==> config.mk <==
export PLATFORM = sky130hd
export DESIGN_NAME = pp_buf_reader
export DESIGN_NICKNAME = d
export VERILOG_FILES = /design/src/rtl/pp_buf_pkg.sv /design/src/rtl/pp_buf_reader.sv
export SDC_FILE = /design/constraint.sdc
export NUM_CORES = 1
export LEC_CHECK = 0
export CELL_PAD_IN_SITES_DETAIL_PLACEMENT = 0
export CELL_PAD_IN_SITES_GLOBAL_PLACEMENT = 1
export CORE_ASPECT_RATIO = 0.8
export CORE_MARGIN = 8
export CORE_UTILIZATION = 28
export CTS_CLUSTER_DIAMETER = 60
export DETAILED_ROUTE_END_ITERATION = 7
export GPL_TIMING_DRIVEN = 0
export HOLD_SLACK_MARGIN = 0.08
export PLACE_DENSITY = 0.85
export SLEW_MARGIN = 20
export SYNTH_ARGS = -nofsm -noshare
export SYNTH_HDL_FRONTEND = slang
export SYNTH_SLANG_ARGS = --single-unit
==> constraint.sdc <==
create_clock -name clk -period 1.35 [get_ports clk]
set_input_delay 0.2025 -clock clk [delete_from_list [all_inputs] [get_ports clk]]
set_output_delay 0.2025 -clock clk [all_outputs]
set_load 0.05 [all_outputs]
==> src/rtl/pp_buf_pkg.sv <==
// Shared definitions for the ping-pong buffer: reader FSM encoding,
// frame counter width and bank index constants.
package pp_buf_pkg;

  typedef enum logic [1:0] {
    IDLE    = 2'd0,
    STREAM  = 2'd1,
    RELEASE = 2'd2
  } state_t;

  localparam int FRAME_CNT_W = 16;

  localparam logic BANK0 = 1'b0;
  localparam logic BANK1 = 1'b1;

endpackage

==> src/rtl/pp_buf_reader.sv <==
// Read side of the ping-pong buffer. Drains the current bank once the writer
// marks it full, streams its DEPTH words as one AXI4-Stream frame with TLAST on
// the final word, then hands the bank back with a one-cycle done pulse and
// moves on to the other bank. Banks are served strictly 0, 1, 0, ...
module pp_buf_reader
  import pp_buf_pkg::*;
#(
  parameter int DATA_WIDTH = 32,
  parameter int DEPTH      = 16,
  parameter int ADDRW      = 4
) (
  input  logic                   clk,
  input  logic                   rst,
  input  logic                   en,
  input  logic [1:0]             bank_full,
  output logic [1:0]             bank_done,
  output logic                   rd_en,
  output logic                   rd_bank,
  output logic [ADDRW-1:0]       rd_addr,
  input  logic [DATA_WIDTH-1:0]  rd_data,
  output logic [DATA_WIDTH-1:0]  m_axis_tdata,
  output logic                   m_axis_tvalid,
  input  logic                   m_axis_tready,
  output logic                   m_axis_tlast,
  output logic                   busy,
  output logic [FRAME_CNT_W-1:0] frame_cnt
);

  // One extra bit so the issued counter can reach DEPTH itself.
  localparam logic [ADDRW:0]   ISSUE_MAX = (ADDRW + 1)'(DEPTH);
  localparam logic [ADDRW-1:0] LAST_ADDR = ADDRW'(DEPTH - 1);

  state_t         state;
  logic           cur_bank;
  logic [ADDRW:0] issued;
  logic           load;
  logic           last_accept;

  // The output register may take a new word whenever it is empty or being
  // emptied this cycle; that alone gives full rate without a skid buffer.
  // NOTE: rd_en must be combinational because the RAM returns rd_data in the
  // same cycle, so the word is captured on the very edge that consumes it.
  assign load        = (state == STREAM) && (!m_axis_tvalid || m_axis_tready) &&
                       (issued < ISSUE_MAX);
  assign last_accept = m_axis_tvalid && m_axis_tready && m_axis_tlast;

  // Read-port and status decode.
  assign rd_en   = load;
  assign rd_bank = cur_bank;
  assign busy    = (state != IDLE);

  // Reader FSM, read address/issue counters and the registered stream output.
  // NOTE: all state here uses non-blocking assignments so every register sees
  // the pre-edge values of the others, which the handshake logic relies on.
  always_ff @(posedge clk) begin
    if (rst) begin
      // NOTE: tdata is reset too; it is a single register, not a memory, and a
      // defined value after reset keeps downstream X-free.
      state         <= IDLE;
      cur_bank      <= BANK0;
      issued        <= '0;
      rd_addr       <= '0;
      m_axis_tdata  <= '0;
      m_axis_tvalid <= 1'b0;
      m_axis_tlast  <= 1'b0;
      bank_done     <= '0;
      frame_cnt     <= '0;
    end else begin
      bank_done <= '0;
      case (state)
        IDLE: begin
          // Only the current bank may start a frame; the other one waits.
          if (en && bank_full[cur_bank]) begin
            state   <= STREAM;
            rd_addr <= '0;
            issued  <= '0;
          end
        end

        STREAM: begin
          if (load) begin
            m_axis_tdata  <= rd_data;
            m_axis_tvalid <= 1'b1;
            m_axis_tlast  <= (rd_addr == LAST_ADDR);
            rd_addr       <= (rd_addr == LAST_ADDR) ? '0 : rd_addr + 1'b1;
            issued        <= issued + 1'b1;
          end else if (m_axis_tready) begin
            m_axis_tvalid <= 1'b0;
          end
          // The final beat can never coincide with a load: all words issued.
          if (last_accept) begin
            m_axis_tvalid       <= 1'b0;
            m_axis_tlast        <= 1'b0;
            bank_done[cur_bank] <= 1'b1;
            state               <= RELEASE;
          end
        end

        RELEASE: begin
          // bank_done is already high this cycle; flip to the other bank.
          frame_cnt <= frame_cnt + 1'b1;
          cur_bank  <= ~cur_bank;
          state     <= IDLE;
        end

        default: state <= IDLE;
      endcase
    end
  end

endmodule

==> results.md, run 1 <==
* Mux share of post-synthesis cell area at 0.0209
* Final period util at 1.13
* Diodes inserted at 0
* Total Power at 4.63 mW
* Synth Warn # at 0
* CP Launch Type: register
* IO Port Bufs at 95
* Final Setup Violations at 51
* WS Path Type: register to register
* Compound-gate portion of the synthesized area at 0.115
* Clock Skew at 7.91 ps
* Final Net Count at 482
* Combinational share of power at 0.195
* Reg-to-reg startpoint: issued[4]
* Worst Setup End Kind: register
* # DRC at 0
* Largest family of logic cells by synthesized area: simple AND/OR/NAND/NOR gates
* Clk slew on worst S/H paths at 70 ps
* Total grt overflow at 0
* Total Die Area at 12300 sq um
* Slew @ Worst Pin at 595 ps
* Clk pwr share at 0.383
* Clock tree buffer depth at 2
* Critical path cell sequence: nor3b_4, nand2_4, buf_4, buf_12, or3_1, a21oi_1
* Top delay family on crit path: simple AND/OR/NAND/NOR gates
* Status: complete, but fails checks
* WP data arrival at 1790 ps
* Vias per cell at 4.67
* Final WS setup at -173 ps
* WP buf/inv at 2
* DP Worst Slack at -1100 ps
* Initial Util at 0.283
* P per Cell Area at 966 nW/um^2
* Hold_sp: rst
* Syn-to-layout area delta at 91.1%
* Initial antenna violation count at 0
* Register bit total from synthesis at 64
* Critical path fanouts, max at 8
* Psw at 1.23 mW
* Worst-Skew Late Latency at 340 ps
* CTS H-Tree Depth at 3
* I/O pin count at 97
* Drt first pass iters at 4
* Vias in the first global route at 2598
* Synth cell types at 36
* Crit path from: issued[4]
* Hold crit path type: primary input to register
* Violated checks: negative setup slack
* Hold slack at 386 ps
* Chip Height at 101 um
* Synth Cell Area at 2510 sq um
* TritonCTS buffer count at 9
* CTS tree: done
* Post-DR wirelength/cell at 15.1 um
* Global-route usage over all layers at 0.134
* Most frequent cells in the layout: nand2_1 (57), clkdlybuf4s15_2 (49), dfxtp_1 (43), clkdlybuf4s50_1 (36), a21oi_1 (27)
* Count of final hold-check violations at 0
* Global-route wire length before repair at 13.1 mm
* Peak Freq at 657 MHz
* Crit path time final at 1520 ps
* Max-slew headroom at 0.603
* Syn Area/Cell at 8.39 sq um
* CTS Hold Buffers Added at 0
* Max-capacitance violation count at 0
* Dpl hpwl at 5.62 mm
* CTS Sinks at 64
* Floorplan Core Area at 8880 sq um
* Gate Count Post-Synth at 299
* Seq/Total Area, Yosys at 0.510
* Adder-Cell Fraction of Synth Area at 0.0150
* Worst vdd ir at 0.000567 V
* DR iter-0 viols at 110
* Share of cells above drive strength 1 at 0.453
* Flop pwr share at 0.422
* Largest net degree at the start of global routing at 12
* DRT antenna net count at 0
* CP max stage cell: dfxtp_2
* Root Driver: clkbuf_8
* Via total after detailed routing at 2620
* Post-Route Setup TNS at -2710 ps
* Max Transition Viols Final at 0
* Internal power at 3.41 mW
* Syn Nets at 340
* Fill cells at 812
* Final Wtd Congestion at 0.799
* Leakage at 1.85 nW
* Commonest non-fill, non-tap cell in the layout: nand2_1
* Final WL at 8.45 mm
* RSZ-0062 raised after global routing: yes
* Area share of and/or/nand/nor cells after synthesis at 0.260
* Die X at 122 um
* CP Data Required Time at 1610 ps
* Site Rows at 31
* Crit path largest cell delay at 350 ps
* Xor/xnor share of the synthesized area at 0.0454
* Sw Share at 0.265
-- cells by family (layout without fill, tap and decap cells) --
group / after synthesis / count (layout)
AOI/OAI and AO/OA: 53 / 53
xor gates and xnor gates: 13 / 13
adders and majority gates: 3 / 3
buffers and inverters: 20 / 167
DFF: 64 / 64
muxes: 5 / 5
and+or+nand+nor: 141 / 141
-- routing by layer --
layer,share of wire,track usage,vias to the layer above
li1,-,-,1301
met4,0.012,0.0511,0
met1,0.43,0.157,1234
met3,0.076,0.0521,9
met5,0,0,-
met2,0.48,0.215,76
-- per-stage QoR --
stage                     cell area (sq um)   util  instances
after CTS                              4420  0.498        551
after detailed placement               3770  0.425        509
after global placement                 3770  0.425        509
after floorplan                        2680      -        299
final                                  4800  0.540        561
after global routing                   4800  0.540        561
-- cell type report --
cell class | count | area (sq um) | share of cell area
multi-input cells | 215 | 1490 | 0.310
repair buffers | 133 | 1430 | 0.298
flip-flops and latches | 64 | 1350 | 0.282
clock buffers | 14 | 184 | 0.0383
plain buffers | 15 | 146 | 0.0305
well taps | 115 | 144 | 0.0300
clock inverters | 2 | 35.0 | 0.00730
inverters | 3 | 16.3 | 0.00339
-- power by group through the flow --
stage / sequential [mW] / clock (mW) / combinational [mW]
4_1_cts: 1.96 / 1.83 / 0.780
3_3_place_gp: 2.00 / 0 / 0.670
5_1_grt: 1.96 / 1.93 / 0.965
3_5_place_dp: 2.00 / 0 / 0.674
6_report: 1.96 / 1.77 / 0.905
2_1_floorplan: 2.18 / 0 / 0.208
-- synthesized netlist by cell type --
| master | count | area [sq um] |
|---|---|---|
| nand2b_1 | 3 | 18.8 |
| and3_1 | 2 | 12.5 |
| nor4_1 | 7 | 43.8 |
| mux2i_1 | 3 | 30.0 |
| ha_1 | 3 | 37.5 |
| or3_2 | 1 | 7.51 |
| nand4_4 | 1 | 21.3 |
| clkbuf_2 | 1 | 5.00 |
| nor3b_2 | 1 | 12.5 |
| nand4b_1 | 1 | 8.76 |
| buf_2 | 5 | 25.0 |
| clkinv_1 | 1 | 3.75 |
| mux2_2 | 2 | 22.5 |
| a21oi_1 | 42 | 210 |
| and2_1 | 1 | 6.26 |
| o21ai_0 | 6 | 30.0 |
| nand3b_1 | 1 | 7.51 |
| nand2_1 | 74 | 278 |
| clkbuf_1 | 11 | 41.3 |
| nand3_1 | 5 | 25.0 |
| a32oi_2 | 1 | 16.3 |
| nand4_1 | 4 | 25.0 |
| nor2b_1 | 2 | 12.5 |
| a22oi_1 | 2 | 15.0 |
| a31o_2 | 1 | 8.76 |
| inv_1 | 2 | 7.51 |
| xnor2_1 | 10 | 87.6 |
| and4b_1 | 1 | 10.0 |
| or3_1 | 3 | 18.8 |
| dfxtp_1 | 64 | 1280 |
| nor2_1 | 24 | 90.1 |
| a2bb2oi_1 | 1 | 8.76 |
| nor3_1 | 8 | 40.0 |
| nor3b_1 | 1 | 7.51 |
| or4_1 | 1 | 7.51 |
| xor2_1 | 3 | 26.3 |
-- flip-flops by register name, indices dropped and copies added, names as in the netlist --
register / flops
m_axis_tdata: 32
m_axis_tvalid: 1
frame_cnt: 16
rd_bank: 1
state: 2
bank_done: 2
m_axis_tlast: 1
rd_addr: 4
issued: 5
-- repair_timing --
action / 4_1_cts / 5_1_grt
buffers inserted: 27 / 8
cloned: 1 / 4
endpoints found under the setup margin: 112 / 57
resized for setup: 243 / 70
pin swaps: 16 / 23
-- worst paths after layout --
kind                            to  slack [ps]  cells after the start
hold reg to reg   m_axis_tdata[12]         450                      2
hold / removal        bank_done[0]         390                      2
setup / recovery        rd_addr[3]        -170                      6
setup reg to reg        rd_addr[3]        -170                      6
Note: power is estimated with default switching activity, not from simulation.
==> run 2: changes to the inputs <==
- CORE_UTILIZATION: 28 -> 33
- PLACE_DENSITY: 0.85 -> 0.93
- clock period: 1.35 -> 2 ns (I/O delays scaled with it)
==> run 2 against run 1 <==
  * Final area fell by 21%
  * Power down 40%
  * Flip-flop and latch count unchanged
  * Clock skew increased by 3.4 ps
  * Critical path type is now register to output port
  * Worst setup slack better by 240 ps
  * The flow now finishes without violations
  * Non-clock buffer count fell by 34
==> results.md, run 2 (synthesis gave the netlist of run 1 again) <==
* WP data arrival at 1640 ps (was 1790 ps)
* Worst Reg2Reg Path Length in Cells at 4 (was 6)
* CTS Hold Buffers Added at 0 (unchanged)
* Post-DR wirelength/cell at 14.0 um (was 15.1 um)
* I/O pin count at 97 (unchanged)
* Final WS setup at 63.9 ps (was -173 ps)
* Final Non-Filler Cells at 516 (was 561)
* Final Wtd Congestion at 0.784 (was 0.799)
* WS Path Type: register to output port (was register to register)
* Die X at 114 um (was 122 um)
* CTS tree: done (unchanged)
* Post-Route Setup TNS at 0 ps (was -2710 ps)
* Largest net degree at the start of global routing at 11 (was 12)
* Clk slew on worst S/H paths at 60 ps (was 70 ps)
* Biggest registers after layout: m_axis_tdata x32, frame_cnt x16, issued x5 (unchanged)
* Critical path fanouts, max at 10 (was 8)
* Global-route usage over all layers at 0.136 (was 0.134)
* IO Port Bufs at 95 (unchanged)
* Total grt overflow at 0 (unchanged)
* Final WL at 7.22 mm (was 8.45 mm)
* CTS H-Tree Depth at 3 (unchanged)
* Worst Setup End Kind: output port (was register)
* Root Driver: clkbuf_8 (unchanged)
* TritonCTS buffer count at 9 (unchanged)
* Site Rows at 28 (was 31)
* Top reg by flops: m_axis_tdata (unchanged)
* Via total after detailed routing at 2421 (was 2620)
* P per Cell Area at 726 nW/um^2 (was 966 nW/um^2)
* Most frequent cells in the layout: clkdlybuf4s50_1 (89), nand2_1 (73), dfxtp_1 (63), a21oi_1 (42), nor2_1 (24) (was nand2_1 (57), clkdlybuf4s15_2 (49), dfxtp_1 (43), clkdlybuf4s50_1 (36), a21oi_1 (27))
* Worst-Skew Late Latency at 340 ps (about the same)
* Initial antenna violation count at 0 (unchanged)
* Max Transition Viols Final at 0 (unchanged)
* CTS Sinks at 64 (unchanged)
* Diodes inserted at 0 (unchanged)
* Peak Freq at 517 MHz
* Hold Path Cell Cnt at 2 (unchanged)
* Total Power at 2.77 mW (was 4.63 mW)
* CP Data Required Time at 1700 ps (was 1610 ps)
* Final period util at 0.968
* Hold_sp: m_axis_tdata[8] (was rst)
* Share of cells above drive strength 1 at 0.0803 (was 0.453)
* Max-slew headroom at 0.632 (was 0.603)
* DR iter-0 viols at 141 (was 110)
* Global-route wire length before repair at 11.5 mm (was 13.1 mm)
* Vias in the first global route at 2239 (was 2598)
* Commonest non-fill, non-tap cell in the layout: clkdlybuf4s50_1 (was nand2_1)
* Final Setup Violations at 0 (was 51)
* Chip Height at 94.0 um (was 101 um)
* Clock tree buffer depth at 2 (unchanged)
* Syn-to-layout area delta at 51.8% (was 91.1%)
* Clock Skew at 11.4 ps (was 7.91 ps)
* Hold crit path type: register to register (was primary input to register)
* Crit path from: state[1] (was issued[4])
* Drt first pass iters at 4 (unchanged)
* Count of final hold-check violations at 0 (unchanged)
* Max FFs per register at 32 (unchanged)
* Slew @ Worst Pin at 551 ps (was 595 ps)
* Initial Util at 0.340 (was 0.283)
* # DRC at 0 (unchanged)
* Leakage at 1.38 nW (was 1.85 nW)
* Floorplan Core Area at 7390 sq um (was 8880 sq um)
* Reg-to-reg startpoint: rd_bank (was issued[4])
* CP Launch Type: register (unchanged)
* Crit path time final at 1940 ps
* Dpl hpwl at 5.30 mm (was 5.62 mm)
* RSZ-0062 raised after global routing: yes (unchanged)
* Final Util at 0.516 (was 0.540)
* Placed instance count at 499 (was 509)
* Final Net Count at 448 (was 482)
* Worst vdd ir at 0.000426 V (was 0.000567 V)
* Total Die Area at 10700 sq um (was 12300 sq um)
* DP Worst Slack at -792 ps (was -1100 ps)
* Max-capacitance violation count at 0 (unchanged)
* Vias per cell at 4.69 (was 4.67)
* DRT antenna net count at 0 (unchanged)
* Status: complete, no violations (was complete, but fails checks)
[run 2: final timing paths]
check,endpoint,slack [ps]
max,rd_en,60
min,m_axis_tdata[8],450
max reg2reg,rd_addr[3],310
min reg2reg,m_axis_tdata[8],450
[run 2: layer usage]
metal  wire [um]  global-route usage  vias up
met5           0                   0        -
met4          75              0.0498        0
met3         490              0.0591        4
met2        3300               0.212       78
met1        3350               0.164     1117
li1            -                   -     1222
[run 2: final cells by class]
| class | count | area, sq um |
|---|---|---|
| sequential | 64 | 1280 |
| inverter | 3 | 15.0 |
| timing repair buffer | 97 | 972 |
| multi-input combinational | 215 | 1160 |
| buffer | 17 | 77.6 |
| clock buffer | 12 | 155 |
| fill | 698 | 3580 |
| clock inverter | 3 | 17.5 |
| tap | 105 | 131 |
[run 2: per-stage QoR]
step	area, sq um	hold WS, ps
floorplan	2510	436
global placement	3590	442
detailed placement	3590	446
CTS	3780	455
global route	3810	468
finish	3810	453
[run 2: critical path, stage by stage, from the launching register on]
cell        delay (ps)
dfxtp_1            300
buf_2              160
nor3b_4            270
nand2_4            140
clkinvlp_4         120
buf_6              140
buf_6              160
[run 2: where the power goes]
part | total [mW] | leakage [nW] | internal [mW] | switching, mW
logic | 0.450 | 0.777 | 0.180 | 0.270
clock network | 0.977 | 0.0882 | 0.506 | 0.471
registers | 1.34 | 0.519 | 1.31 | 0.0244
[run 2: timing repair]
item | CTS | global route
gates resized for setup | 14 | 5
pin swaps | 0 | 1
buffers inserted | 0 | 2
endpoints found under the setup margin | 3 | 4
==> run 3: changes to the inputs <==
- PLACE_DENSITY: 0.93 -> unset
- PLACE_DENSITY_LB_ADDON: unset -> 0.08
- SKIP_CTS_REPAIR_TIMING: unset -> 1
==> run 3 against run 2 <==
  * The run now ends with negative setup slack left
  * Combinational power fell by 2%
  * Via count fell by 2.3%
  * Non-clock buffer count fell by 2
  * Final cell count fell by 0.39%
  * Flip-flop and latch count did not move
  * Routed wire length rose by 0.28%
  * Largest cell class unchanged
==> results.md, run 3 (synthesis gave the netlist of run 1 again) <==
* Root Driver: clkbuf_8 (unchanged)
* Combinational share of power at 0.156 (was 0.163)
* I/O pin count at 97 (unchanged)
* Floorplan Core Area at 7390 sq um (unchanged)
* Most frequent cells in the layout: clkdlybuf4s50_1 (90), nand2_1 (73), dfxtp_1 (63), a21oi_1 (42), nor2_1 (24) (was clkdlybuf4s50_1 (89), nand2_1 (73), dfxtp_1 (63), a21oi_1 (42), nor2_1 (24))
* Count of final hold-check violations at 0 (unchanged)
* Final WL at 7.24 mm (was 7.22 mm)
* Total Die Area at 10700 sq um (unchanged)
* Global-route wire length before repair at 11.8 mm (was 11.5 mm)
* Internal power at 2.09 mW (was 2.00 mW)
* Worst Reg2Reg Path Length in Cells at 4 (unchanged)
* Hold crit path type: register to register (unchanged)
* Hold path endpoint: m_axis_tdata[19] (was m_axis_tdata[8])
* Sw Share at 0.269 (was 0.277)
* Commonest non-fill, non-tap cell in the layout: clkdlybuf4s50_1 (unchanged)
* R2R Path End: rd_addr[3] (unchanged)
* # DRC at 0 (unchanged)
* Final Setup Violations at 1 (was 0)
* Clock Skew at 7.71 ps (was 11.4 ps)
* Site Rows at 28 (unchanged)
* DP Area at 3590 sq um (unchanged)
* Final Util at 0.515 (was 0.516)
* Slew @ Worst Pin at 555 ps (was 551 ps)
* Syn-to-layout area delta at 51.7% (was 51.8%)
* Clock tree buffer depth at 2 (unchanged)
* Hold slack at 451 ps (was 453 ps)
* Max FFs per register at 32 (unchanged)
* Final Net Count at 446 (was 448)
* Share of cells above drive strength 1 at 0.0733 (was 0.0803)
* TritonCTS buffer count at 9 (unchanged)
* Psw at 766 uW (was 765 uW)
* Clk pwr share at 0.375 (was 0.353)
* Max Transition Viols Final at 0 (unchanged)
* WP data arrival at 1730 ps (was 1640 ps)
* Leakage at 1.39 nW (was 1.38 nW)
* Hold_sp: m_axis_tdata[19] (was m_axis_tdata[8])
* Chip Height at 94.0 um (unchanged)
* Reg-to-reg startpoint: rd_bank (unchanged)
* Final WS setup at -26.7 ps (was 63.9 ps)
* RSZ-0062 raised after global routing: yes (unchanged)
* Hold Path Cell Cnt at 2 (unchanged)
* CP Launch Type: register (unchanged)
* Diodes inserted at 0 (unchanged)
* CTS Sinks at 64 (unchanged)
* Worst-Skew Late Latency at 340 ps (about the same)
* Flop pwr share at 0.469 (was 0.484)
* Max-capacitance violation count at 0 (unchanged)
* Post-DR wirelength/cell at 14.1 um (was 14.0 um)
* Worst Setup End Kind: output port (unchanged)
* Global-route usage over all layers at 0.141 (was 0.136)
* R2R setup slack at 340 ps (was 310 ps)
* Clk slew on worst S/H paths at 70 ps (was 60 ps)
* Worst vdd ir at 0.000453 V (was 0.000426 V)
* Vias per cell at 4.60 (was 4.69)
* Vias in the first global route at 2268 (was 2239)
* Die X at 114 um (unchanged)
* Finished layout cell area at 3810 sq um (about the same)
* DRT antenna net count at 0 (unchanged)
* Critical path fanouts, max at 10 (unchanged)
* Drt first pass iters at 4 (unchanged)
* P per Cell Area at 749 nW/um^2 (was 726 nW/um^2)
* Final Wtd Congestion at 0.746 (was 0.784)
* Max-slew headroom at 0.630 (was 0.632)
* Crit path time final at 2030 ps (was 1940 ps)
* CTS H-Tree Depth at 3 (unchanged)
* Violated checks: negative setup slack
* WS Path Type: register to output port (unchanged)
* Initial Util at 0.340 (unchanged)
* CTS tree: done (unchanged)
* Final period util at 1.01 (was 0.968)
* Peak Freq at 493 MHz (was 517 MHz)
* Biggest registers after layout: m_axis_tdata x32, frame_cnt x16, issued x5 (unchanged)
* Total grt overflow at 0 (unchanged)
* IO Port Bufs at 95 (unchanged)
* DR iter-0 viols at 72 (was 141)
* Initial antenna violation count at 0 (unchanged)
* Via total after detailed routing at 2365 (was 2421)
* CP Data Required Time at 1700 ps (about the same)
* Dpl hpwl at 5.27 mm (was 5.30 mm)
* Status: complete, but fails checks (was complete, no violations)
* Top reg by flops: m_axis_tdata (unchanged)
* Largest net degree at the start of global routing at 11 (unchanged)
* DP Worst Slack at -809 ps (was -792 ps)
* Post-Route Setup TNS at -26.7 ps (was 0 ps)
==> run 3: power by group through the flow <==
stage / Sequential [mW] / Clock, mW / Combinational, mW
after global routing: 1.34 / 1.17 / 0.475
after global placement: 1.37 / 0 / 0.441
final: 1.34 / 1.07 / 0.443
after floorplan: 1.49 / 0 / 0.130
after CTS: 1.34 / 1.11 / 0.444
after detailed placement: 1.37 / 0 / 0.442
==> run 3: how the worst max path moves through the flow <==
stage	startpoint	to	slack, ps	cells past startpoint
final	state[1]	rd_en	-30	6
after global routing	state[1]	rd_en	-140	6
after CTS	state[0]	rd_en	-930	5
after detailed placement	m_axis_tready	rd_en	-810	6
after global placement	m_axis_tready	rd_en	-810	6
after floorplan	frame_cnt[5]	frame_cnt[15]	130	4
==> run 3: cell type report <==
cell class	count	area (sq um)
fill	746	3580
sequential	64	1280
multi-input combinational	215	1160
timing repair buffer	95	962
clock buffer	11	141
tap	105	131
buffer	17	73.8
clock inverter	4	45.0
inverter	3	11.3
==> run 3: per-stage QoR <==
stage	std cells	power, mW
after floorplan	299	1.62
after global placement	499	1.81
after detailed placement	499	1.81
after CTS	514	2.89
after global routing	514	2.99
final	514	2.85
==> run 3: routing by layer <==
| layer | wire, um | track usage |
|---|---|---|
| met4 | 70 | 0.0398 |
| met2 | 3010 | 0.202 |
| met1 | 3510 | 0.180 |
| met3 | 647 | 0.0719 |
| met5 | 0 | 0 |
==> run 3: worst max-delay path, cell delays in order, from the launching register on <==
cell and delay [ps]:
dfxtp_1 300, buf_2 160, nor3b_4 260, nand2_4 130, clkinv_1 130, clkbuf_4 220
buf_6 180
